$ cat src/rtl/mkmif_arbiter.sv
// mkmif_arbiter: two-client round-robin arbiter and op sequencer
// in front of the Master Key Memory interface core.
module mkmif_arbiter #(
  parameter int TIMEOUT_CYCLES = 16
) (
  input  logic        clk,
  input  logic        reset_n,

  input  logic        c0_req,
  input  logic        c0_we,
  input  logic [10:0] c0_addr,
  input  logic [31:0] c0_wdata,
  output logic        c0_ack,
  output logic        c0_err,
  output logic [31:0] c0_rdata,

  input  logic        c1_req,
  input  logic        c1_we,
  input  logic [10:0] c1_addr,
  input  logic [31:0] c1_wdata,
  output logic        c1_ack,
  output logic        c1_err,
  output logic [31:0] c1_rdata,

  output logic        busy,

  output logic        core_read_op,
  output logic        core_write_op,
  output logic [10:0] core_addr,
  output logic [31:0] core_write_data,
  input  logic        core_ready,
  input  logic        core_valid,
  input  logic [31:0] core_read_data
);

  localparam logic [15:0] TO_LAST =
    16'(TIMEOUT_CYCLES - 1);

  typedef enum logic [2:0] {
    IDLE,
    ISSUE,
    WAIT_BUSY,
    WAIT_DONE,
    RESP
  } state_t;

  state_t      state;
  state_t      state_nxt;

  logic        ptr;
  logic        sel;
  logic        we_q;
  logic        err_q;
  logic [15:0] cnt;

  logic        grant;
  logic        accept;
  logic        cnt_clr;
  logic        cnt_inc;
  logic        err_set;
  logic        rd_cap;
  logic        resp;

  // pick the winner: pointer breaks ties, else the lone requester
  always_comb begin
    grant = 1'b0;
    unique case (1'b1)
      (c0_req && c1_req): grant = ptr;
      (c0_req ^ c1_req):  grant = c1_req;
      default:            grant = ptr;
    endcase
  end

  // state register
  always_ff @(posedge clk) begin
    if (!reset_n) begin
      state <= IDLE;
    end else begin
      state <= state_nxt;
    end
  end

  // next-state and datapath strobes
  always_comb begin
    state_nxt = state;
    accept    = 1'b0;
    cnt_clr   = 1'b0;
    cnt_inc   = 1'b0;
    err_set   = 1'b0;
    rd_cap    = 1'b0;
    resp      = 1'b0;
    unique case (state)
      IDLE: begin
        if (core_ready && (c0_req || c1_req)) begin
          accept    = 1'b1;
          state_nxt = ISSUE;
        end
      end
      ISSUE: begin
        cnt_clr   = 1'b1;
        state_nxt = WAIT_BUSY;
      end
      WAIT_BUSY: begin
        if (!core_ready) begin
          state_nxt = WAIT_DONE;
        end else if (cnt == TO_LAST) begin
          err_set   = 1'b1;
          state_nxt = RESP;
        end else begin
          cnt_inc = 1'b1;
        end
      end
      WAIT_DONE: begin
        // no timeout: op length scales with the SPI divider
        if (core_ready) begin
          state_nxt = RESP;
          if (!we_q) begin
            rd_cap  = 1'b1;
            err_set = !core_valid;
          end
        end
      end
      RESP: begin
        resp      = 1'b1;
        state_nxt = IDLE;
      end
      default: begin
        state_nxt = IDLE;
      end
    endcase
  end

  // request latch, timeout counter, error flag, pointer
  always_ff @(posedge clk) begin
    if (!reset_n) begin
      ptr             <= 1'b0;
      sel             <= 1'b0;
      we_q            <= 1'b0;
      err_q           <= 1'b0;
      cnt             <= '0;
      core_addr       <= '0;
      core_write_data <= '0;
    end else begin
      if (accept) begin
        sel <= grant;
        if (grant) begin
          we_q            <= c1_we;
          core_addr       <= c1_addr;
          core_write_data <= c1_wdata;
        end else begin
          we_q            <= c0_we;
          core_addr       <= c0_addr;
          core_write_data <= c0_wdata;
        end
      end
      if (cnt_clr) begin
        cnt <= '0;
      end else if (cnt_inc) begin
        cnt <= cnt + 16'd1;
      end
      if (err_set) begin
        err_q <= 1'b1;
      end else if (resp) begin
        err_q <= 1'b0;
      end
      if (resp) begin
        ptr <= !sel;
      end
    end
  end

  // per-client read data, only the granted client's copy moves
  always_ff @(posedge clk) begin
    if (!reset_n) begin
      c0_rdata <= '0;
      c1_rdata <= '0;
    end else if (rd_cap) begin
      if (sel) begin
        c1_rdata <= core_read_data;
      end else begin
        c0_rdata <= core_read_data;
      end
    end
  end

  assign busy          = (state != IDLE);
  assign core_read_op  = (state == ISSUE) && !we_q;
  assign core_write_op = (state == ISSUE) && we_q;
  assign c0_ack        = resp && !sel;
  assign c1_ack        = resp && sel;
  assign c0_err        = c0_ack && err_q;
  assign c1_err        = c1_ack && err_q;

endmodule
$ cat config.mk
export PLATFORM = sky130hd
export DESIGN_NAME = mkmif_arbiter
export DESIGN_NICKNAME = d
export VERILOG_FILES = /design/src/rtl/mkmif_arbiter.sv
export SDC_FILE = /design/constraint.sdc
export NUM_CORES = 1
export LEC_CHECK = 0
export ABC_AREA = 0
export CAP_MARGIN = 5
export CORE_MARGIN = 5
export CORE_UTILIZATION = 45
export DETAILED_ROUTE_END_ITERATION = 16
export PLACE_DENSITY = 0.9
export RECOVER_POWER = 25
export SLEW_MARGIN = 0
export SYNTH_ARGS = -nofsm -noshare
export SYNTH_HDL_FRONTEND = slang
export SYNTH_SLANG_ARGS = --single-unit
$ cat constraint.sdc
create_clock -name clk -period 3.8 [get_ports clk]
set_input_delay 0.76 -clock clk [delete_from_list [all_inputs] [get_ports clk]]
set_output_delay 0.76 -clock clk [all_outputs]
set_load 0.01 [all_outputs]
Word level (Yosys, flattened, before mapping)
Index checks and enable logic that the tools add are counted.

Register bits after elaboration: 130. Input port bits: 126.

Add/subtract/negate cells: 1. Equality and inequality tests: 8. Muxes and demuxes: 26. Bitwise operators: 3. Reduce and logical (&&, ||, !) cells: 18.

Operators by type and width (number): $mux 32 (1); $mux 1 (18); $add 16x1->16 const B (1); $eq 16x4->1 const B (1); $mux 3 (4); $pmux 3 s4 (1); $mux 11 (1); $logic_and 1x1->1 (7); $eq 3x2->1 const B (2); $ne 2x2->1 const B (2); $reduce_and 2->1 (2); $eq 3x1->1 const B (1); $eq 3x3->1 const B (1); $logic_not 1->1 (3); $logic_not 3->1 (1); $ne 3x3->1 const B (1); $reduce_and 3->1 (1); $reduce_bool 3->1 (1); $not 1->1 (2); $pmux 1 s2 (1); $reduce_bool 2->1 (1); $reduce_or 2->1 (1); $logic_or 1x1->1 (1); $xor 1x1->1 (1).

Logic depth before layout (Yosys ltp)
Gate-level depths: netlist of the first run.

Depth after elaboration: 5. Depth in mapped cells: 8. Gate-level depth less buffers: 6.

Worst setup path before layout of the first run
OpenSTA, ideal clock, no wires.

Path kind: input-to-reg. From: in c0_req. To: reg core_write_data[15]. Arrival: 2.202 ns. Slack: 1.461 ns. Cell stages on the path: 7. Path buffers: 2. Cells stage by stage: inv_1 > ha_1 > mux2i_1 > buf_2 > buf_1 > mux2i_1 > a211oi_1.

Longest elaborated chain between the ends: 4.

Ends and longest elaborated chain: from (decl) (line 9) `input logic c0_req,`; $logic_or 1x1->1 (line 94) `if (core_ready && (c0_req || c1_req)) begin`; $logic_and 1x1->1 (line 94); $mux 1 (line 94); $mux 1 (line 92) `unique case (state)`; to (signal assigned) (line 149) `core_write_data <= c1_wdata;`; to (signal assigned) (line 153) `core_write_data <= c0_wdata;`; to (decl) (line 30) `output logic [31:0] core_write_data,`.

Parallel ways exist; a longest one is shown, timed or not. A chain may end at the register's enable or synchronous reset.

Final worst setup path of the first run
From: reg state[2]. To: out c0_err.

Longest elaborated chain between the ends: 4.

Ends and longest elaborated chain: from (decl) (line 47) `state_t state;`; from (signal assigned) (line 79) `state <= state_nxt;`; $eq 3x3->1 (line 92); $mux 1 (line 92); $logic_and 1x1->1 (line 189) `assign c0_ack = resp && !sel;`; $logic_and 1x1->1 (line 191) `assign c0_err = c0_ack && err_q;`; to (decl) (line 14) `output logic c0_err,`.

Every way passes these cells.

==> results of run 1 <==
==> sequential cells by signal, indices dropped and copies added, names as in the netlist <==
register	cells
state	3
cnt	16
we_q	1
core_write_data	32
core_addr	11
sel	1
err_q	1
c1_rdata	32
ptr	1
c0_rdata	32
==> cell families (layout without fill, tap and decap cells) <==
| group | after synthesis | in the layout | synth area share (%) |
|---|---|---|---|
| muxes | 50 | 50 | 9.30 |
| buffers and inverters | 52 | 285 | 3.98 |
| and+or+nand+nor | 253 | 253 | 22.3 |
| AOI/OAI and AO/OA | 139 | 139 | 15.6 |
| adders and majority gates | 2 | 2 | 0.465 |
| DFF | 130 | 130 | 48.4 |
==> per-layer routing <==
| metal | wire length (um) | part of all wire, % | vias up |
|---|---|---|---|
| li1 | - | - | 2652 |
| met1 | 6270 | 37 | 2478 |
| met2 | 8630 | 51 | 191 |
| met3 | 1350 | 8.0 | 40 |
| met4 | 588 | 3.5 | 0 |
| met5 | 0 | 0 | - |
==> Yosys cell counts, types with 2 or more instances <==
cell | number | area, sq um
a211oi_1 | 45 | 338
and2_1 | 3 | 18.8
nor4_4 | 2 | 42.5
nor2b_1 | 3 | 18.8
o21ai_1 | 2 | 10.0
or3_1 | 8 | 50.1
nor2_1 | 50 | 188
ha_1 | 2 | 25.0
or4_1 | 7 | 52.6
buf_1 | 2 | 7.51
nor4_1 | 2 | 12.5
nand2_1 | 140 | 526
or3b_2 | 2 | 17.5
nor4_2 | 2 | 25.0
nand3_1 | 5 | 25.0
or4_2 | 5 | 43.8
nor3_1 | 5 | 25.0
clkbuf_1 | 36 | 135
o31ai_1 | 8 | 60.1
o21ai_0 | 2 | 10.0
mux2i_1 | 50 | 500
dfxtp_1 | 130 | 2600
inv_1 | 4 | 15.0
buf_2 | 9 | 45.0
nand4_1 | 4 | 25.0
and4_1 | 2 | 17.5
a21oi_1 | 80 | 400
==> power groups by stage <==
stage / combinational (W) / clock, W / sequential [W]
CTS: 0.000546 / 0.00170 / 0.00146
detailed placement: 0.000541 / 0 / 0.00149
global route: 0.000574 / 0.00177 / 0.00147
finish: 0.000533 / 0.00169 / 0.00146
global placement: 0.000533 / 0 / 0.00149
floorplan: 0.000212 / 0 / 0.00151
==> final cells by class <==
cell class              count  share of cell area, %
inverters                   4                  0.191
well taps                 147                   2.16
repair buffers            249                   29.2
multi-input cells         444                   30.6
clock buffers              19                   5.21
clock inverters            13                   2.03
flip-flops and latches    130                   30.6
==> per-stage QoR <==
| step | utilization [%] | cell area [sq um] |
|---|---|---|
| 2_1_floorplan | - | 5380 |
| 3_3_place_gp | 66.5 | 7880 |
| 3_5_place_dp | 66.5 | 7880 |
| 4_1_cts | 71.6 | 8500 |
| 5_1_grt | 71.6 | 8500 |
| 6_report | 71.6 | 8500 |
==> layout by cell type, fill, tap and decap left out, types with 8 or more instances in the layout <==
cell	synthesis	routed
clkdlybuf4s50_1	0	179
buf_4	0	9
dfxtp_1	130	130
o31ai_1	8	8
dlygate4sd3_1	0	60
a211oi_1	45	45
or3_1	8	8
nand2_1	140	140
nor2_1	50	50
a21oi_1	80	80
mux2i_1	50	49
clkbuf_16	0	17
==> worst paths after layout <==
check / slack (ns) / to / depth (start not counted)
min: 0.45 / c1_rdata[22] / 2
max reg2reg: 1.47 / cnt[12] / 5
max: 0.68 / c0_err / 4
min reg2reg: 0.45 / c1_rdata[22] / 2
==> worst max-delay path, delay by kind of cell (launching register included) <==
kind	cells	cell delay (ns)
simple gates	3	0.86
buf+inv	1	0.61
flops	1	0.47
==> impl_metrics.env, run 1 <==
export IMPL_status="complete, but fails checks"
export IMPL_violations="max-capacitance violations"
export IMPL_criticalPathCategory="flop to output port"
export IMPL_layout_setup_ws_ns=0.676
export IMPL_hold_buffers=0
export IMPL_syn_area_sq_um=5380
export IMPL_finalSetupTns_ns=0
export IMPL_placedCellCount=974
export IMPL_clk_pin_slew_worst_paths_ns=0.06
export IMPL_synth_edf_count=0
export IMPL_yosys_warnings=0
export IMPL_grt_use_met2_pct=41.3
export IMPL_multi_input_area_sq_um=2600
export IMPL_die_y_um=119
export IMPL_postSynthCellCount=626
export IMPL_grtUsageMet3_pct=8.40
export IMPL_critPathMaxStageDelay_ns=0.61
export IMPL_area_growth_pct=57.9
export IMPL_ir_worst_vdd_v=0.000279
export IMPL_clock_skew_final_ns=0.0134
export IMPL_die_area_sq_um=14200
export IMPL_finalWirelength_um=16800
export IMPL_worstReg2RegStart="cnt[0]"
export IMPL_pre_cts_ws_ns=0.943
export IMPL_grt_max_degree=51
export IMPL_cellLeakagePower_nw=3.26
export IMPL_finalMaxSlewViolations=0
export IMPL_antenna_cells=0
export IMPL_setup_violations=0
export IMPL_via_per_inst=5.33
export IMPL_cts_tree="done"
export IMPL_die_x_um=119
export IMPL_cts_resized=0
export IMPL_seq_area_sq_um=2600
export IMPL_nets=974
export IMPL_cts_root_buf="clkbuf_16"
export IMPL_cpMaxStageDelayCell="clkdlybuf4s50_1"
export IMPL_path_cells="or3b_2 > nor2_1 > and2_1 > clkdlybuf4s50_1"
export IMPL_cts_htree_levels=4
export IMPL_synth_avg_cell_area_sq_um=8.60
export IMPL_grt_util_met1_pct=24.1
export IMPL_p_sw_w=0.000901
export IMPL_row_count=40
export IMPL_gr_total_overflow=0
export IMPL_hold_viol=0
export IMPL_pin_count=240
export IMPL_synthFlopType="dfxtp_1"
export IMPL_drc=0
export IMPL_port_buffers=239
export IMPL_drtAntennaViolNets=0
export IMPL_synth_fp_nets=754
export IMPL_maxCapViolations=1
export IMPL_crit_required_ns=3.04
export IMPL_core_sq_um=11900
export IMPL_fin_cells=1006
export IMPL_fill_cells=863
export IMPL_wl_per_cell_um=16.7
export IMPL_crit_fanout=9
export IMPL_synth_cell_type_count=43
export IMPL_slew_limit_headroom_pct=6.12
export IMPL_fin_crit_sh_pct=82.2
export IMPL_max_clock_path_buffers=2
export IMPL_power_internal_w=0.00278
export IMPL_clkPwrFrac_pct=45.8
export IMPL_clkLatencyLatePin_ns=0.41
export IMPL_endpoint_kind="output port"
export IMPL_drive_gt1_share_pct=7.45
export IMPL_postCtsSetupBuffers=0
export IMPL_grt_usage_pct=23.0
export IMPL_dp_hpwl_um=12100
export IMPL_firstDrtPassIters=5
export IMPL_max_freq_ghz=0.320
export IMPL_cp_arrival_ns=2.36
export IMPL_total_power_w=0.00368
export IMPL_pwr_share_comb_pct=14.5
export IMPL_switching_share_pct=24.5
export IMPL_rsz0062_at_grt="false"
export IMPL_hold_start="c1_rdata[22]"
export IMPL_hold_path_class="flop to flop"
export IMPL_power_density_nw_per_um2=433
export IMPL_final_min_clock_period_ns=3.12
export IMPL_async_flop_share_pct=0
export IMPL_drt_initial_drc_count=340
export IMPL_vias=5361
export IMPL_initial_core_util_pct=45.4
export IMPL_pwr_share_seq_pct=39.7
export IMPL_gr_max_usage_layer="met2"
export IMPL_cp_startpoint="state[2]"
export IMPL_ys_ff_latch=130
export IMPL_routabilityCongestion=0.821
export IMPL_worst_pin_slew_ns=1.40
export IMPL_numCtsBuffers=17
export IMPL_clock_sinks=130
export IMPL_startpoint_type="flop"
export IMPL_antenna_found_initial=0
export IMPL_grt_pass1_vias=5286
export IMPL_whs_ns=0.449
export IMPL_grt_pass1_wl_um=26200
export IMPL_ys_seq_area_share_pct=48.4
Note: power is estimated with default switching activity, not from simulation.
==> run 2: changes to the inputs <==
--- a/config.mk
+++ b/config.mk
@@ -8,9 +8,9 @@
 export ABC_AREA = 0
 export CAP_MARGIN = 5
 export CORE_MARGIN = 5
-export CORE_UTILIZATION = 45
+export CORE_UTILIZATION = 42
 export DETAILED_ROUTE_END_ITERATION = 16
-export PLACE_DENSITY = 0.9
+export PLACE_DENSITY = 0.85
 export RECOVER_POWER = 25
 export SLEW_MARGIN = 0
 export SYNTH_ARGS = -nofsm -noshare
==> constraint.sdc (replaced) <==
create_clock -name clk -period 3.2 [get_ports clk]
set_input_delay 0.64 -clock clk [delete_from_list [all_inputs] [get_ports clk]]
set_output_delay 0.64 -clock clk [all_outputs]
set_load 0.01 [all_outputs]
==> run 2 against run 1 <==
Against the previous run:
- the run now ends clean
- register-to-register slack worse by 0.57 ns
- global-route usage shrank 1.5 points
- sequential cell count unchanged
==> impl_metrics.env, run 2 (synthesis results as in run 1) <==
export IMPL_wl_per_cell_um=16.2
export IMPL_cp_top_family="simple AND/OR/NAND/NOR gates"
export IMPL_port_buffers=239
export IMPL_grt_usage_pct=21.5
export IMPL_antenna_found_initial=0
export IMPL_drive_gt1_share_pct=7.56
export IMPL_finalWirelength_um=16700
export IMPL_fin_crit_sh_pct=93.9
export IMPL_ir_worst_vdd_v=0.000389
export IMPL_power_internal_w=0.00350
export IMPL_cts_resized=0
export IMPL_gr_total_overflow=0
export IMPL_setup_violations=0
export IMPL_clkPwrFrac_pct=47.6
export IMPL_power_density_nw_per_um2=526
export IMPL_status="finished clean"
export IMPL_rsz0062_at_grt="false"
export IMPL_routabilityCongestion=0.817
export IMPL_critical_path_n_buffers_inverters=1
export IMPL_finalMaxSlewViolations=0
export IMPL_nets=975
export IMPL_hold_viol=0
export IMPL_initial_core_util_pct=42.8
export IMPL_drc=0
export IMPL_cp_arrival_ns=2.36
export IMPL_startpoint_type="flop"
export IMPL_clock_sinks=130
export IMPL_max_freq_ghz=0.333
export IMPL_cpMaxStageDelayCell="clkdlybuf4s50_1"
export IMPL_core_sq_um=12600
export IMPL_path_cells="or3b_2 > nor2_1 > and2_1 > clkdlybuf4s50_1"
export IMPL_postCtsSetupBuffers=0
export IMPL_endpoint_kind="output port"
export IMPL_cts_htree_levels=4
export IMPL_crit_required_ns=2.56
export IMPL_reg_largest_list="c0_rdata (32), c1_rdata (32), core_write_data (32)"
export IMPL_clock_skew_final_ns=0.00536
export IMPL_numCtsBuffers=17
export IMPL_pwr_share_comb_pct=14.0
export IMPL_critPathMaxStageDelay_ns=0.60
export IMPL_grt_max_degree=57
export IMPL_mostFrequentLayoutCells="clkdlybuf4s50_1 (178), nand2_1 (140), dfxtp_1 (130)"
export IMPL_firstDrtPassIters=4
export IMPL_drt_initial_drc_count=365
export IMPL_hold_buffers=0
export IMPL_crit_fanout=9
export IMPL_via_per_inst=5.15
export IMPL_final_min_clock_period_ns=3.00
export IMPL_criticalPathCategory="flop to output port"
export IMPL_cellLeakagePower_nw=3.32
export IMPL_area_growth_pct=59.8
export IMPL_whs_ns=0.446
export IMPL_post_dp_cell_area_sq_um=7930
export IMPL_grt_pass1_vias=5114
export IMPL_maxCapViolations=0
export IMPL_total_power_w=0.00452
export IMPL_drtAntennaViolNets=0
export IMPL_pwr_share_seq_pct=38.5
export IMPL_die_x_um=123
export IMPL_worst_pin_slew_ns=0.891
export IMPL_stdcell_area_sq_um=8600
export IMPL_dp_hpwl_um=11800
export IMPL_die_area_sq_um=15200
export IMPL_max_clock_path_buffers=2
export IMPL_switching_share_pct=22.7
export IMPL_clkLatencyLatePin_ns=0.42
export IMPL_mostFrequentLayoutCell="clkdlybuf4s50_1"
export IMPL_vias=5315
export IMPL_clk_pin_slew_worst_paths_ns=0.06
export IMPL_hold_path_class="flop to flop"
export IMPL_antenna_cells=0
export IMPL_grt_pass1_wl_um=25300
export IMPL_cts_tree="done"
export IMPL_pin_count=240
export IMPL_cts_root_buf="clkbuf_16"
export IMPL_row_count=41
export IMPL_die_y_um=123
export IMPL_finalSetupTns_ns=0
export IMPL_p_sw_w=0.00102
export IMPL_slew_limit_headroom_pct=40.2
-- run 2: path summary, 6_finish.rpt --
check | from | endpoint | slack (ns) | cells past startpoint
max | state[2] | c0_err | 0.20 | 4
min reg2reg | c0_rdata[1] | c0_rdata[1] | 0.45 | 2
min | c0_rdata[1] | c0_rdata[1] | 0.45 | 2
max reg2reg | cnt[0] | cnt[12] | 0.90 | 5
-- run 2: final cells by class --
type | instances | area [sq um]
multi-input cells | 444 | 2600
flip-flops and latches | 130 | 2600
clock inverters | 7 | 143
well taps | 172 | 215
fillers | 993 | 3970
repair buffers | 250 | 2500
inverters | 4 | 16.3
clock buffers | 25 | 526
-- run 2: worst register-to-register path: cells and delay by family (launching register included) --
family	cells	cell delay, ns
AND/OR/NAND/NOR	3	1.55
AO/OA/AOI/OAI	1	0.06
flip-flops	1	0.37
adder cells (fa/ha/maj)	1	0.18
-- run 2: per-stage QoR --
step           util [%]  instances  worst slack [ns]
2_1_floorplan         -        626             0.981
4_1_cts            68.4       1031             0.187
3_5_place_dp       63.1        999             0.489
5_1_grt            68.4       1032             0.106
6_report           68.4       1032             0.196
3_3_place_gp       63.1        999             0.548
-- run 2: layer usage --
metal | vias to the layer above | part of all wire, % | track usage [%]
li1 | 2649 | - | -
met1 | 2440 | 37 | 22.1
met2 | 189 | 51 | 38.1
met3 | 37 | 8.4 | 8.46
met4 | 0 | 3.3 | 10.4
met5 | - | 0 | 0
-- run 2: power groups by stage --
stage	combinational [W]	clock, W	sequential [W]
global route	0.000684	0.00226	0.00175
floorplan	0.000252	0	0.00180
finish	0.000631	0.00215	0.00174
CTS	0.000647	0.00218	0.00174
detailed placement	0.000640	0	0.00177
global placement	0.000636	0	0.00177
